--- src/rtl/square_plotter_pkg.sv ---
// square_plotter_pkg: shared screen bounds, colours, FSM encoding and request layout
package square_plotter_pkg;
  localparam int SCREEN_W = 160;
  localparam int SCREEN_H = 120;
  localparam logic [2:0] BLACK  = 3'b000;
  localparam logic [2:0] RED    = 3'b100;
  localparam logic [2:0] YELLOW = 3'b110;
  localparam logic [2:0] GREEN  = 3'b010;
  localparam logic [2:0] BLUE   = 3'b001;
  localparam int REQ_X_W = 8;
  localparam int REQ_Y_W = 7;
  localparam int REQ_C_W = 3;
  typedef enum logic {IDLE, DRAW} state_t;
  typedef struct packed {
    logic [REQ_X_W-1:0] x;
    logic [REQ_Y_W-1:0] y;
    logic [REQ_C_W-1:0] colour;
  } req_t;
endpackage

--- src/rtl/plot_req_fifo.sv ---
// plot_req_fifo: synchronous request FIFO; pushes when full and pops when empty are ignored
module plot_req_fifo #(
  parameter int W     = 18,
  parameter int DEPTH = 16
) (
  input  logic         clk,
  input  logic         reset,
  input  logic         push,
  input  logic         pop,
  input  logic [W-1:0] din,
  output logic [W-1:0] dout,
  output logic         full,
  output logic         empty
);
  localparam int A_W = $clog2(DEPTH);
  logic [W-1:0] mem_q [DEPTH];
  logic [A_W-1:0] wp_q, wp_d, rp_q, rp_d;
  logic [A_W:0] cnt_q, cnt_d;
  logic do_push, do_pop;
  assign full  = cnt_q == (A_W+1)'(DEPTH);
  assign empty = cnt_q == '0;
  assign dout  = mem_q[rp_q];
  // pointer and occupancy update
  always_comb begin
    do_push = push & ~full;
    do_pop  = pop & ~empty;
    wp_d    = do_push ? wp_q + A_W'(1) : wp_q;
    rp_d    = do_pop ? rp_q + A_W'(1) : rp_q;
    cnt_d   = cnt_q + (A_W+1)'(do_push) - (A_W+1)'(do_pop);
  end
  // pointer registers
  always_ff @(posedge clk) begin
    if (reset) begin
      wp_q  <= '0;
      rp_q  <= '0;
      cnt_q <= '0;
    end else begin
      wp_q  <= wp_d;
      rp_q  <= rp_d;
      cnt_q <= cnt_d;
    end
  end
  // storage, no reset needed since occupancy guards reads
  always_ff @(posedge clk) begin
    if (do_push) mem_q[wp_q] <= din;
  end
endmodule

--- src/rtl/square_plotter.sv ---
// square_plotter: expands queued square requests into row-major pixel writes; SQUARE_PLOTTER_CLIP_EN masks off-screen pixels
module square_plotter
  import square_plotter_pkg::*;
#(
  parameter int SQ_SIZE    = 4,
  parameter int FIFO_DEPTH = 16,
  parameter int X_W        = 8,
  parameter int Y_W        = 7,
  parameter int COLOUR_W   = 3
) (
  input  logic                clk,
  input  logic                reset,
  input  logic                plot,
  input  logic [X_W-1:0]      starting_x,
  input  logic [Y_W-1:0]      starting_y,
  input  logic [COLOUR_W-1:0] colour,
  output logic                ready,
  output logic [X_W-1:0]      vga_x,
  output logic [Y_W-1:0]      vga_y,
  output logic [COLOUR_W-1:0] vga_colour,
  output logic                vga_plot,
  output logic                busy,
  output logic                done,
  output logic                overflow
);
  localparam int D_W = (SQ_SIZE > 1) ? $clog2(SQ_SIZE) : 1;
  localparam int R_W = X_W + Y_W + COLOUR_W;
  localparam logic [D_W-1:0] D_MAX = D_W'(SQ_SIZE - 1);
  state_t state_q, state_d;
  logic [D_W-1:0] dx_q, dx_d, dy_q, dy_d;
  logic [X_W-1:0] bx_q, bx_d;
  logic [Y_W-1:0] by_q, by_d;
  logic [COLOUR_W-1:0] bc_q, bc_d;
  logic overflow_q, overflow_d;
  logic [R_W-1:0] head;
  logic full, empty, last, load, draw, in_bounds;
  plot_req_fifo #(.W(R_W), .DEPTH(FIFO_DEPTH)) u_fifo (
    .clk   (clk),
    .reset (reset),
    .push  (plot),
    .pop   (load),
    .din   ({starting_x, starting_y, colour}),
    .dout  (head),
    .full  (full),
    .empty (empty)
  );
  // scan sequencing; the last pixel reloads straight from the FIFO so squares abut
  always_comb begin
    last       = state_q == DRAW && dx_q == D_MAX && dy_q == D_MAX;
    load       = (state_q == IDLE || last) && !empty;
    state_d    = load ? DRAW : last ? IDLE : state_q;
    dx_d       = (state_q == DRAW && !load) ? dx_q + D_W'(1) : '0;
    dy_d       = load ? '0 : (state_q == DRAW && dx_q == D_MAX) ? dy_q + D_W'(1) : dy_q;
    {bx_d, by_d, bc_d} = load ? head : {bx_q, by_q, bc_q};
    overflow_d = overflow_q | (plot & full);
  end
  // state registers
  always_ff @(posedge clk) begin
    if (reset) begin
      state_q    <= IDLE;
      dx_q       <= '0;
      dy_q       <= '0;
      bx_q       <= '0;
      by_q       <= '0;
      bc_q       <= '0;
      overflow_q <= 1'b0;
    end else begin
      state_q    <= state_d;
      dx_q       <= dx_d;
      dy_q       <= dy_d;
      bx_q       <= bx_d;
      by_q       <= by_d;
      bc_q       <= bc_d;
      overflow_q <= overflow_d;
    end
  end
  assign draw       = state_q == DRAW;
  assign vga_x      = draw ? bx_q + X_W'(dx_q) : '0;
  assign vga_y      = draw ? by_q + Y_W'(dy_q) : '0;
  assign vga_colour = draw ? bc_q : '0;
`ifdef SQUARE_PLOTTER_CLIP_EN
  assign in_bounds  = 32'(vga_x) < SCREEN_W && 32'(vga_y) < SCREEN_H;
`else
  assign in_bounds  = 1'b1;
`endif
  assign vga_plot   = draw & in_bounds;
  assign busy       = draw;
  assign done       = last;
  assign ready      = ~full;
  assign overflow   = overflow_q;
endmodule

--- config.mk ---
export PLATFORM = sky130hd
export DESIGN_NAME = square_plotter
export DESIGN_NICKNAME = d
export VERILOG_FILES = /design/src/rtl/square_plotter_pkg.sv /design/src/rtl/plot_req_fifo.sv /design/src/rtl/square_plotter.sv
export SDC_FILE = /design/constraint.sdc
export NUM_CORES = 1
export LEC_CHECK = 0
export BUFFER_PORTS_ARGS = -buffer_cell sky130_fd_sc_hd__buf_2
export CORE_MARGIN = 8
export CORE_UTILIZATION = 60
export CTS_CLUSTER_SIZE = 12
export DETAILED_ROUTE_END_ITERATION = 8
export GPL_ROUTABILITY_DRIVEN = 0
export PLACE_DENSITY = 0.77
export SYNTH_ARGS = -nofsm -noshare
export SYNTH_HDL_FRONTEND = slang
export SYNTH_HIERARCHICAL = 1
export SYNTH_SLANG_ARGS = --single-unit
--- constraint.sdc ---
create_clock -name clk -period 6.4 [get_ports clk]
set_clock_uncertainty 0.1 [all_clocks]
set_input_delay 0.96 -clock clk [delete_from_list [all_inputs] [get_ports clk]]
set_output_delay 0.96 -clock clk [all_outputs]
set_load 0.05 [all_outputs]
## Yosys cells after proc, flatten, opt, wreduce, memory -nomap -nowiden

Memories as Yosys holds them, arrays and structs flattened. A register that Yosys moved wholly into a read port is not among the register bits.
Index checks and enable logic that the tools add are counted.

- Flip-flop bits (word level): 19
- Memory bits (writable): 288
- Input port bits: 21
- Output and inout bits: 23
- Logic and storage cells: 45
- Memories kept: 1

- Add/subtract/negate cells: 8
- Equality and inequality tests: 3
- Muxes and demuxes: 7
- Bitwise operators: 8
- Reduce and logical (&&, ||, !) cells: 11

Memory list:

| name | words | bits a word | read ports | clocked after memory_dff | write ports | line | RTL |
|---|---|---|---|---|---|---|---|
| u_fifo.mem_q | 16 | 18 | 1 | 1 | 1 | plot_req_fifo.sv:16 | `logic [W-1:0] mem_q [DEPTH];` |

Operator list:

| kind | count |
|---|---|
| 4-bit by 1-bit adder with 4-bit output (second input constant) | 2 |
| 8-bit by 2-bit adder with 8-bit output | 1 |
| 8-bit two-way mux | 1 |
| 7-bit by 2-bit adder with 7-bit output | 1 |
| 7-bit two-way mux | 1 |
| 5-bit by 1-bit adder with 5-bit output | 1 |
| 5-bit equality test (second input constant) | 1 |
| 5-bit zero test | 1 |
| 5-bit by 1-bit subtractor with 5-bit output | 1 |
| 2-bit by 1-bit adder with 2-bit output (second input constant) | 2 |
| 2-bit equality test (second input constant) | 2 |
| 1-bit logical AND | 4 |
| 1-bit two-way mux | 4 |
| 1-bit NOT | 4 |
| 2-bit OR reduction | 2 |
| 1-bit bitwise AND | 3 |
| 3-bit two-way mux | 1 |
| 1-bit zero test | 2 |
| 2-bit nonzero test | 1 |
| 1-bit logical OR | 1 |
| 1-bit bitwise OR | 1 |

## Longest topological paths before layout

- Word-level depth: 9
- Depth in mapped cells: 16
- Mapped depth without buffers: 15

## Hierarchy

Netlist, hierarchy kept.

Modules (own cells, without submodules):

| module | instances | cells each | area each (µm²) | sequential area each (µm²) |
|---|---|---|---|---|
| plot_req_fifo | 1 | 549 | 11776.3 | 8988.6 |
| square_plotter | 1 | 162 | 1295.0 | 480.5 |

## Least setup slack after synthesis

No wires, ideal clock.

- Path kind: input to register
- Start: in plot
- End: mem u_fifo.mem_q[0][0] (enable)
- Setup time: 439 ps
- Arrival: 2904 ps
- Path slack: 2956 ps
- Cell stages on the path: 2
- Buffers on the path: 0
- Cell sequence: nand2_1 nor4_1

- Cells in the longest elaborated chain, start to end: 3

Ends and longest elaborated chain:

| element | line | RTL |
|---|---|---|
| from (decl) | square_plotter.sv:13 | `input logic plot,` |
| 1-bit bitwise AND | plot_req_fifo.sv:25 | `do_push = push & ~full;` |
| 1-bit two-way mux | plot_req_fifo.sv:45 | `if (do_push) mem_q[wp_q] <= din;` |
| 1-bit two-way mux (implied by the code) | plot_req_fifo.sv:45 |  |
| to (decl) | plot_req_fifo.sv:16 |  |

No other way between the ends.

## Final worst setup path

- Start: reg u_fifo.cnt_q[2]
- End: reg u_fifo.cnt_q[4]

- Cells in the longest elaborated chain, start to end: 5
- Elaborated cells on any way between the ends: 10
- Those cells by class: 2 x add/sub; 1 x eq/ne; 4 x bitwise; 3 x reduce/logical

Ends and longest elaborated chain:

| element | line | RTL |
|---|---|---|
| from (decl) | plot_req_fifo.sv:18 | `logic [A_W:0] cnt_q, cnt_d;` |
| from (signal assigned) | plot_req_fifo.sv:40 | `cnt_q <= cnt_d;` |
| 5-bit zero test | plot_req_fifo.sv:21 | `assign empty = cnt_q == '0;` |
| net empty | square_plotter.sv:36 | `logic full, empty, last, load, draw, in_bounds;` |
| 1-bit zero test | square_plotter.sv:50 | `load = (state_q == IDLE \|\| last) && !empty;` |
| 1-bit logical AND | square_plotter.sv:50 |  |
| net load | square_plotter.sv:36 |  |
| 1-bit bitwise AND | plot_req_fifo.sv:26 | `do_pop = pop & ~empty;` |
| 5-bit by 1-bit subtractor with 5-bit output | plot_req_fifo.sv:29 | `cnt_d = cnt_q + (A_W+1)'(do_push) - (A_W+1)'(do_pop);` |

The timed path passes the listed nets, and every way through them passes these cells.
A chain may end at the register's enable or synchronous reset.

==> results_dict.tcl <==
set metrics [dict create \
    layout_commonest_cell "edfxtp_1" \
    area_delta_synth_final_pct 11.63 \
    netlist-cell-type-count 42 \
    synth_ff_type "edfxtp_1" \
    hold_class "flip-flop to flip-flop" \
    p_leak_uw 0.004833 \
    period_needed_ps 3912 \
    comb_power_share_pct 19.4 \
    nNetsFinal 808 \
    grtUsageMet2_pct 35.82 \
    swShare_pct 27.57 \
    setup_viol 0 \
    grt-ovfl-total 0 \
    fmax_mhz 255.7 \
    cp_max_fo 21 \
    gr-usage-met1_pct 26.47 \
    synth_nets 752 \
    pwr-share-seq_pct 47.7 \
    avgRoutedWirePerCell_um 26.21 \
    grt_start_max_net_pins 46 \
    cp-start-kind "flip-flop" \
    antenna_left 0 \
    first_pass_iters 5 \
    pwr_density_cell_nw_per_um2 374.2 \
    pin_count 44 \
    clock_path_buffers 3 \
    dpl.cell_count 1010 \
    peakVddDrop_mv 0.1792 \
    p_total_uw 5460 \
    syn_inst 711 \
    hpwl_um 15180 \
    rsz0062_at_grt "no" \
    synth_seq_area_share_pct 72.44 \
    synth.avg_cell_area_um2 18.38 \
    via_per_inst 6.498 \
    cts_inserted_buffers 35 \
    fillers 1356 \
    cp.required_ps 6730 \
    relSlewSlack_pct 10.39 \
    antenna_found_initial 2 \
    drv_slew 0 \
    fin_tns_setup_ps 0 \
    worstMarginPinSlew_ps 1344 \
    port_buffers 43 \
    ff2ff_setup_slack_ps 2490 \
    register_area_um2 9474 \
    htree_levels 2 \
    intPower_uw 3955 \
    drtIter0Drc 629 \
    clk-insertion-delay-late_ps 500 \
    crit_arrival_ps 4240 \
    initial_core_util_pct 60.46 \
    die_area_um2 26770 \
    syn_area_um2 13070 \
    worstSetupPathType "flip-flop to flip-flop" \
    crit_path_end_kind "flip-flop" \
    die_y_um 163.6 \
    busiest_layer "met2" \
    postCtsSetupBuffers 0 \
    synth_edf_count 288 \
    grt_pass1_vias 7013 \
    async_reset_ff_share_pct 0 \
    multiInputGateArea_um2 3357 \
    cts_tree "done" \
    vias 6940 \
    p_sw_uw 1506 \
    timing.hold.ws_ps 368.4 \
    die_w_um 163.6 \
    maxCapViolations 0 \
    final_cell_mix "edfxtp_1 (288), mux4_2 (50), buf_2 (43), dfxtp_1 (39)" \
    synth-seq-cells 329 \
    groute.layer.met3.usage_pct 4.763 \
    p_clk_share_pct 32.9 \
    drcViolationCount 0 \
    routed_wl_um 27990 \
    num_rows 54 \
    post_cts_resized 0 \
    fin_cells 1068 \
    status "completed" \
    cts_hold_buf 0 \
    drive_gt1_share_pct 20.71 \
    cts_root_buf "clkbuf_16" \
    clk_pin_slew_ps 60 \
    fin_crit_sh_pct 61.12 \
    core_um2 21620 \
    numClockSinks 329 \
    grt_usage_pct 21.17 \
    hold_violations 0 \
    grt_pass1_wl_um 41990 \
    yosysWarnings 6 \
]
-- logic make-up (layout without fill, tap and decap cells) --
kind of cell / after synthesis / count (layout) / synth area share [%]
AO/OA/AOI/OAI: 99 / 99 / 4.623
XOR/XNOR: 14 / 14 / 0.9381
adder cells (fa/ha/maj): 20 / 20 / 2.087
buffers and inverters: 58 / 134 / 2.144
flip-flops: 329 / 329 / 72.44
multiplexers: 73 / 73 / 13.11
other: 0 / 1 / 0
AND/OR/NAND/NOR: 118 / 118 / 4.652
-- cell usage after synthesis, types with 5 or more instances --
cell	n	area, um^2
buf_6	5	56.30
dfxtp_1	41	820.8
a22oi_1	36	270.3
inv_1	18	67.56
nand2_1	25	93.84
xor2_1	8	70.07
edfxtp_1	288	8648
o21ai_0	24	120.1
nand3_1	26	130.1
a21oi_1	34	170.2
buf_1	6	22.52
mux4_1	22	578.1
nor4_1	5	31.28
nor2_1	22	82.58
xnor2_1	6	52.55
mux4_2	50	1126
clkbuf_1	15	56.30
ha_1	17	212.7
and2_1	16	100.1
or3_1	6	37.54
buf_2	6	30.03
-- flip-flops by register name, summed over array words and instances (netlist names), named ones only --
signal and cells:
bx_q 8, u_fifo/rp_q 4, u_fifo/mem_q 288, u_fifo/wp_q 4, by_q 7, u_fifo/cnt_q 5, dy_q 2, busy 1
dx_q 2, overflow 1, bc_q 3
-- critical path, cell delays in order, from the launching register on --
cell	delay (ps)
dfxtp_1	320
inv_1	100
ha_1	170
or4b_1	550
inv_1	430
nor2_1	270
nand2_1	190
inv_1	60
ha_1	260
inv_1	40
ha_1	200
fa_1	420
a21oi_1	190
nor2_1	70
or3_1	340
a21oi_1	150
-- metal layers --
layer | up-vias | share of wire (%) | wire, um
met5 | - | 0.032 | 9
met4 | 2 | 3.3 | 923
li1 | 2972 | - | -
met2 | 337 | 50 | 14060
met3 | 70 | 8.3 | 2336
met1 | 3559 | 38 | 10660
-- power groups by stage --
stage	logic (uW)	registers (uW)	clock network, uW
6_report	1060	2600	1800
5_1_grt	1140	2630	1900
4_1_cts	1060	2610	1820
3_5_place_dp	1050	2650	0
3_3_place_gp	1000	2640	0
2_1_floorplan	871	2560	0
-- stage by stage --
step,area (um^2),util [%],setup slack (ps)
final,14590,67.49,2488
after global routing,14590,67.49,2213
after CTS,14590,67.48,2483
after detailed placement,13570,62.78,2562
after global placement,13570,62.78,2816
after floorplan,13070,-,2956
-- path summary, 6_finish.rpt --
path,start,end,depth (start not counted)
worst max-delay path,u_fifo/cnt_q[2],u_fifo/cnt_q[4],15
worst min-delay path,overflow,overflow,2
worst max register to register,u_fifo/cnt_q[2],u_fifo/cnt_q[4],15
worst min register to register,overflow,overflow,2
-- final cells by class --
cell class / instances / area share, %
flip-flops and latches: 329 / 64.93
repair buffers: 56 / 2.144
diodes: 1 / 0.01715
inverters: 21 / 0.5488
well taps: 280 / 2.401
clock buffers: 49 / 6.577
clock inverters: 8 / 0.3773
multi-input cells: 324 / 23.01
No activity file was read; power rests on OpenSTA's default activity.
